File: config.mk
export PLATFORM = sky130hd
export DESIGN_NAME = memory_address_unit
export DESIGN_NICKNAME = d
export VERILOG_FILES = /design/src/rtl/memory_address_unit.sv
export SDC_FILE = /design/constraint.sdc
export NUM_CORES = 1
export LEC_CHECK = 0
export ABC_AREA = 0
export CORE_MARGIN = 10
export CORE_UTILIZATION = 52
export DETAILED_ROUTE_END_ITERATION = 7
export PLACE_DENSITY = 0.81
export SYNTH_ARGS = -nofsm -noshare
export SYNTH_HDL_FRONTEND = slang
export SYNTH_SLANG_ARGS = --single-unit
File: constraint.sdc
create_clock -name clk -period 2.7 [get_ports clk]
set_input_delay 0.54 -clock clk [delete_from_list [all_inputs] [get_ports clk]]
set_output_delay 0.54 -clock clk [all_outputs]
set_load 0.02 [all_outputs]
File: src/rtl/memory_address_unit.sv
// memory_address_unit
//   Memory address register between the program counter, the internal data
//   bus and the memory address port. The address is NBYTES bus lanes wide.
//   It can be loaded from the PC, lane by lane, or as an atomic little-endian
//   byte sequence. It also increments and decrements in place and reports
//   when either operation wraps.
//
// Ports
//   clk                 system clock, rising edge
//   reset_n             asynchronous active-low reset
//   load_pc             copy program_counter_in into address_out
//   program_counter_in  PC value (ADDR_WIDTH)
//   bus_in              data bus (DATA_WIDTH)
//   load_byte           write bus_in into lane byte_sel of address_out
//   byte_sel            lane index, lane 0 = least significant
//   seq_start           begin an atomic sequential load
//   seq_load            next byte of the active sequence
//   inc / dec           address_out +1 / -1, modulo 2^ADDR_WIDTH
//   address_out         current memory address (registered)
//   seq_busy            sequence in progress (registered)
//   wrap                one-cycle pulse after a wrapping inc/dec (registered)
module memory_address_unit #(
  parameter int unsigned DATA_WIDTH = 8,
  parameter int unsigned ADDR_WIDTH = 16,
  parameter logic [ADDR_WIDTH-1:0] RESET_ADDR = '0,
  localparam int unsigned NBYTES = ADDR_WIDTH / DATA_WIDTH,
  localparam int unsigned SEL_W  = (NBYTES > 2) ? $clog2(NBYTES) : 1
) (
  input  logic                  clk,
  input  logic                  reset_n,
  input  logic                  load_pc,
  input  logic [ADDR_WIDTH-1:0] program_counter_in,
  input  logic [DATA_WIDTH-1:0] bus_in,
  input  logic                  load_byte,
  input  logic [SEL_W-1:0]      byte_sel,
  input  logic                  seq_start,
  input  logic                  seq_load,
  input  logic                  inc,
  input  logic                  dec,
  output logic [ADDR_WIDTH-1:0] address_out,
  output logic                  seq_busy,
  output logic                  wrap
);

  localparam int unsigned STG_W = ADDR_WIDTH - DATA_WIDTH;

  if (((ADDR_WIDTH % DATA_WIDTH) != 0) || (NBYTES < 2)) begin : g_bad_cfg
    $error("memory_address_unit: ADDR_WIDTH must be a multiple (>=2) of DATA_WIDTH");
  end

  typedef enum logic {
    ST_IDLE,
    ST_SEQ
  } state_t;

  state_t                r_state, w_state_nxt;
  logic [SEL_W-1:0]      r_cnt,   w_cnt_nxt;
  logic [STG_W-1:0]      r_stage, w_stage_nxt;
  logic [ADDR_WIDTH-1:0] r_addr,  w_addr_nxt;
  logic                  r_wrap,  w_wrap_nxt;

  always_ff @(posedge clk or negedge reset_n) begin
    if (!reset_n) begin
      r_state <= ST_IDLE;
      r_cnt   <= '0;
      r_stage <= '0;
      r_addr  <= RESET_ADDR;
      r_wrap  <= 1'b0;
    end else begin
      r_state <= w_state_nxt;
      r_cnt   <= w_cnt_nxt;
      r_stage <= w_stage_nxt;
      r_addr  <= w_addr_nxt;
      r_wrap  <= w_wrap_nxt;
    end
  end

  // Commands are decoded in strict priority order; only the first asserted
  // one acts. Bytes of a sequence go to r_stage so address_out only ever
  // changes to the fully assembled value on the final byte.
  always_comb begin
    w_state_nxt = r_state;
    w_cnt_nxt   = r_cnt;
    w_stage_nxt = r_stage;
    w_addr_nxt  = r_addr;
    w_wrap_nxt  = 1'b0;

    if (seq_start) begin
      w_state_nxt = ST_SEQ;
      w_cnt_nxt   = '0;
      w_stage_nxt = '0;
    end else if (load_pc) begin
      w_addr_nxt  = program_counter_in;
      w_state_nxt = ST_IDLE;
      w_cnt_nxt   = '0;
      w_stage_nxt = '0;
    end else if (load_byte) begin
      // Out-of-range lane matches no iteration: address held, sequence still aborted.
      for (int unsigned i = 0; i < NBYTES; i++) begin
        if (byte_sel == SEL_W'(i)) begin
          w_addr_nxt[i*DATA_WIDTH +: DATA_WIDTH] = bus_in;
        end
      end
      w_state_nxt = ST_IDLE;
      w_cnt_nxt   = '0;
      w_stage_nxt = '0;
    end else if (seq_load) begin
      if (r_state == ST_SEQ) begin
        if (r_cnt == SEL_W'(NBYTES - 1)) begin
          w_addr_nxt  = {bus_in, r_stage};
          w_state_nxt = ST_IDLE;
          w_cnt_nxt   = '0;
          w_stage_nxt = '0;
        end else begin
          for (int unsigned i = 0; i < NBYTES - 1; i++) begin
            if (r_cnt == SEL_W'(i)) begin
              w_stage_nxt[i*DATA_WIDTH +: DATA_WIDTH] = bus_in;
            end
          end
          w_cnt_nxt = r_cnt + SEL_W'(1);
        end
      end
    end else if (inc && !dec) begin
      w_addr_nxt = r_addr + ADDR_WIDTH'(1);
      w_wrap_nxt = &r_addr;
    end else if (dec && !inc) begin
      w_addr_nxt = r_addr - ADDR_WIDTH'(1);
      w_wrap_nxt = ~|r_addr;
    end
  end

  assign address_out = r_addr;
  assign seq_busy    = (r_state == ST_SEQ);
  assign wrap        = r_wrap;

endmodule

# After elaboration in Yosys (flattened, before gate mapping)
# Cells that the tools add are included.
# op_classes
muxes	33
eq_ne	4
reduce_logical	13
bitwise_logic	1
addsub	3
# op_table
op	count
$mux W16	7
$mux W8	8
$mux W1	18
$add A16 B1 Y16 const B	1
$reduce_and A16 Y1	1
$reduce_or A16 Y1	1
$sub A16 B1 Y16 const B	1
$reduce_and A5 Y1	2
$ne A4 B3 Y1 const B	2
$reduce_bool A4 Y1	2
$reduce_bool A5 Y1	1
$logic_not A1 Y1	3
$ne A3 B2 Y1 const B	1
$ne A3 B3 Y1 const B	1
$logic_and A1 B1 Y1	2
$reduce_and A2 Y1	1
$add A1 B1 Y1 const B	1
$not A1 Y1	1
# word_totals
out_inout_bits	18
input_bits	33
elab_cells	60
register_bits	27

# Longest topological paths before layout
# logic_depth
ltp_word	8
ltp_mapped	10

# Worst setup path before layout
# Ideal clock, no wire load.
# synth_timing
kind	input to register
startpoint	in dec
endpoint	reg r_addr[14] (netlist: address_out[14])
slack_ns	0.214
cell_stages	9
t_required_ns	2.562
arrival_ns	2.348
path_cell_list	nand2b_1 -> buf_6 -> ha_1 -> and2_4 -> a221oi_4 -> a21oi_2 -> o41ai_4 -> mux2i_1 -> o221ai_1
# synth_between
elab_chain_cells	6
elab_cells_between_ends	9
classes_between	4 x mux; 5 x reduce/logical
# synth_rtl
element	line	text
start, declared	39	input logic dec,
$logic_not A1 Y1	123	end else if (inc && !dec) begin
$logic_and A1 B1 Y1	123	
$mux W16	123	
$mux W16	107	end else if (seq_load) begin
$mux W16	97	end else if (load_byte) begin
$mux W16	92	end else if (load_pc) begin
end signal, assigned	73	r_addr <= w_addr_nxt;
end, declared	59	logic [ADDR_WIDTH-1:0] r_addr, w_addr_nxt;
# Parallel ways exist; a longest one is shown, timed or not.
# A chain may end at the register's enable or synchronous reset.

# Worst setup path after layout
# layout_timing
startpoint	in inc
endpoint	reg r_addr[15] (netlist: address_out[15])
# layout_between
elab_chain_cells	5
elab_cells_between_ends	9
classes_between	4 x mux; 5 x reduce/logical
# layout_rtl
element	line	text
start, declared	38	input logic inc,
$logic_and A1 B1 Y1	123	
$mux W16	123	
$mux W16	107	
$mux W16	97	
$mux W16	92	
# Parallel ways exist; a longest one is shown, timed or not.

==> results.md <==
- Top_reg_cell synth: dfrtp_1
- FMAX: 410 MHz
- Core box area: 0.00441 mm²
- Cells after synthesis: 282
- Clk_lat worst skew: 280 ps
- CTS root buffer: clkbuf_8
- Total CTS buffers: 3
- Area Overhead vs Synth: 42.2%
- Antenna cells: 0
- CTS tree: yes
- Internal power: 1.16 mW
- Clock sink total: 27
- ANT nets after route: 0
- EDFF count, synth: 0
- Lkg Pwr: 1.45 nW
- Die width: 88.1 µm
- Logic pwr share: 60.1%
- Pin count of the biggest net entering global routing: 28
- Distinct cells, synth: 60
- Worst setup SP type: primary input
- Pwr Density: 579 mW/mm²
- Count of input and output buffers: 50
- RSZ-0062 raised after global routing: false
- Initial antenna violation count: 0
- Avg Cell Area, Syn: 8.56 µm²
- Fraction of layout cells with a size suffix above 1: 21.5%
- Final instance area: 0.00343 mm²
- Crit Reg-Reg Startpoint: address_out[2]
- Non-Filler Instances: 429
- Rows: 24
- Avg WL per Cell: 18.7 µm
- First-pass GRT wire length: 13100 µm
- Placed Area: 0.00330 mm²
- Synth area leaders: dfrtp_1, ha_1, nand2_1
- Switching share of power: 41.9%
- Clock slew at reported path FFs: 100 ps
- CP Capture Type: register
- Arrival time at the worst endpoint: 2650 ps
- CP Capture Point: address_out[15]
- Post-synthesis sequential area ratio: 28.0%
- H-tree levels: 1
- Final Cycle Share: 90.4%
- Detailed-route DRC error count: 0
- Most numerous cell in the Yosys netlist: nand2_1
- Worst Tran Pin Value: 500 ps
- Nets: 428
- GRT overflow: 0
- Status: complete, no violations
- GP Congestion: 0.975
- Fin. Hold Viols: 0
- WP data required: 2910 ps
- Reg2Reg Depth: 7
- Worst-case clock buffer depth: 2
- Min Hold Slack: 526 ps
- Beginning of the critical path: inc
- Die area: 0.00777 mm²
- Psw: 832 µW
- FF+latch count, synth: 27
- Vias in the first global route: 2753
- Ports: 51
- Max cap viols: 0
- Area leader, netlist: dfrtp_1
- Share of the synthesized area in the top cell type: 28.0%
- Crit Path Class: in -> reg
- DP HPWL: 6210 µm
- DR iter-0 viols: 218
- Hold crit path type: reg -> reg
- Setup slack, reg-to-reg: 480 ps
- R2R Path End: address_out[14]
- Crit-path max FO: 8
- 1st-pass router iterations: 5
- Most instantiated cells after synthesis: nand2_1, dfrtp_1, a21oi_1
- Total number of vias: 2706
- Clock share of power: 12.5%
- Sequential fraction of design power: 27.4%
- Max Clock Skew: 3.56 ps
- Initial Utilization: 54.7%
- Vert. Die Dim: 88.1 µm
- Total Routing Usage GR: 20.6%
- Hold Path Cell Cnt: 1
- Drt via density: 6.31
- Max VDD drop: 0.320 mV
- Pwr Total: 1.99 mW
- Post-layout min period: 2440 ps
- Post-Route WL: 8020 µm
- Ys Warns: 0
- Async SR Flop Fraction: 100%
- Mapped cell area: 0.00241 mm²
- Worst slew margin: 66.7%
- Final setup violation count: 0
- Mapped Nets: 332
- Slew Viols, Final: 0
- Placed cell count: 423
-- metal layers --
| metal | up-vias | share of wire [%] | GRT usage [%] |
|---|---|---|---|
| met2 | 130 | 47 | 33.2 |
| met5 | - | 0 | 0 |
| met1 | 1282 | 42 | 26.2 |
| met4 | 0 | 2.9 | 9.42 |
| met3 | 24 | 7.8 | 3.71 |
| li1 | 1270 | - | - |
-- sequential cells by signal, indices dropped and copies added (netlist names) --
register and cells:
seq_busy 1, address_out 16, r_cnt 1, wrap 1, r_stage 8
-- cell usage in the layout (no fill, tap or decap), types with 2 or more instances in the layout --
master / instances
o21ai_1: 2
a21oi_1: 24
clkdlybuf4s50_1: 48
o211ai_1: 9
o21a_1: 3
and3_1: 3
xor2_1: 3
dfrtp_1: 27
a31oi_1: 3
o221ai_1: 5
nor3b_1: 3
a21boi_0: 2
nand2_1: 39
a22o_1: 8
clkbuf_8: 3
ha_1: 13
nor2b_1: 2
a21o_1: 3
inv_1: 7
nand4_1: 9
nand3_1: 10
mux2i_1: 3
a211oi_1: 6
nand2b_1: 4
xnor2_1: 5
buf_4: 53
o21ai_0: 14
nor4_1: 4
nand3b_1: 3
nor2_1: 12
o31ai_1: 2
nor3_1: 5
ha_4: 3
and2_1: 2
-- worst max-delay path: stages --
cell           delay, ps
dlygate4sd2_1        250
nand2b_4              80
buf_8                150
ha_1                 310
a211oi_2             270
o211ai_1             220
a211o_1              310
nand4_1              110
mux2_2               350
o211ai_1              70
-- kinds of logic after synthesis --
| family | after synthesis | synth area share (%) |
|---|---|---|
| simple gates | 105 | 23.0 |
| compound gates | 99 | 31.1 |
| flops | 27 | 28.0 |
| buf+inv | 22 | 4.25 |
| fa+ha+maj | 17 | 9.12 |
| xor+xnor | 8 | 2.90 |
| mux | 4 | 1.71 |
-- stage by stage --
| step | setup TNS [ps] | utilization [%] | worst slack, ps |
|---|---|---|---|
| global placement | -2810 | 74.8 | -362 |
| floorplan | 0 | - | 214 |
| CTS | 0 | 77.6 | 6.58 |
| finish | 0 | 77.7 | 260 |
| detailed placement | -4060 | 74.8 | -482 |
| global route | 0 | 77.7 | 129 |
-- how the worst min path moves through the flow --
stage	startpoint	endpoint
final	r_stage[0]	r_stage[0]
after global routing	r_stage[1]	r_stage[1]
after CTS	r_stage[1]	r_stage[1]
after detailed placement	r_stage[1]	r_stage[1]
after global placement	r_stage[6]	r_stage[6]
after floorplan	reset_n	address_out[0]
-- what timing repair did --
action,CTS,global route
pin swaps,5,5
gates resized for setup,11,3
buffers inserted,2,0
cloned,0,0
hold buffers,0,0
setup endpoints to repair,7,10
-- layout make-up --
type,instances,area [µm²]
clock buffers,3,41.3
clock inverters,1,7.51
fillers,313,982
inverters,9,33.8
multi-input cells,233,1690
flip-flops and latches,27,676
well taps,52,65.1
repair buffers,104,915
-- power by group through the flow --
stage,sequential [mW],combinational [mW],clock [mW]
after floorplan,0.584,0.580,0
after global placement,0.542,1.10,0
after detailed placement,0.545,1.12,0
after CTS,0.541,1.17,0.246
after global routing,0.554,1.29,0.263
final,0.544,1.19,0.249
(Power assumes the default switching activity.)
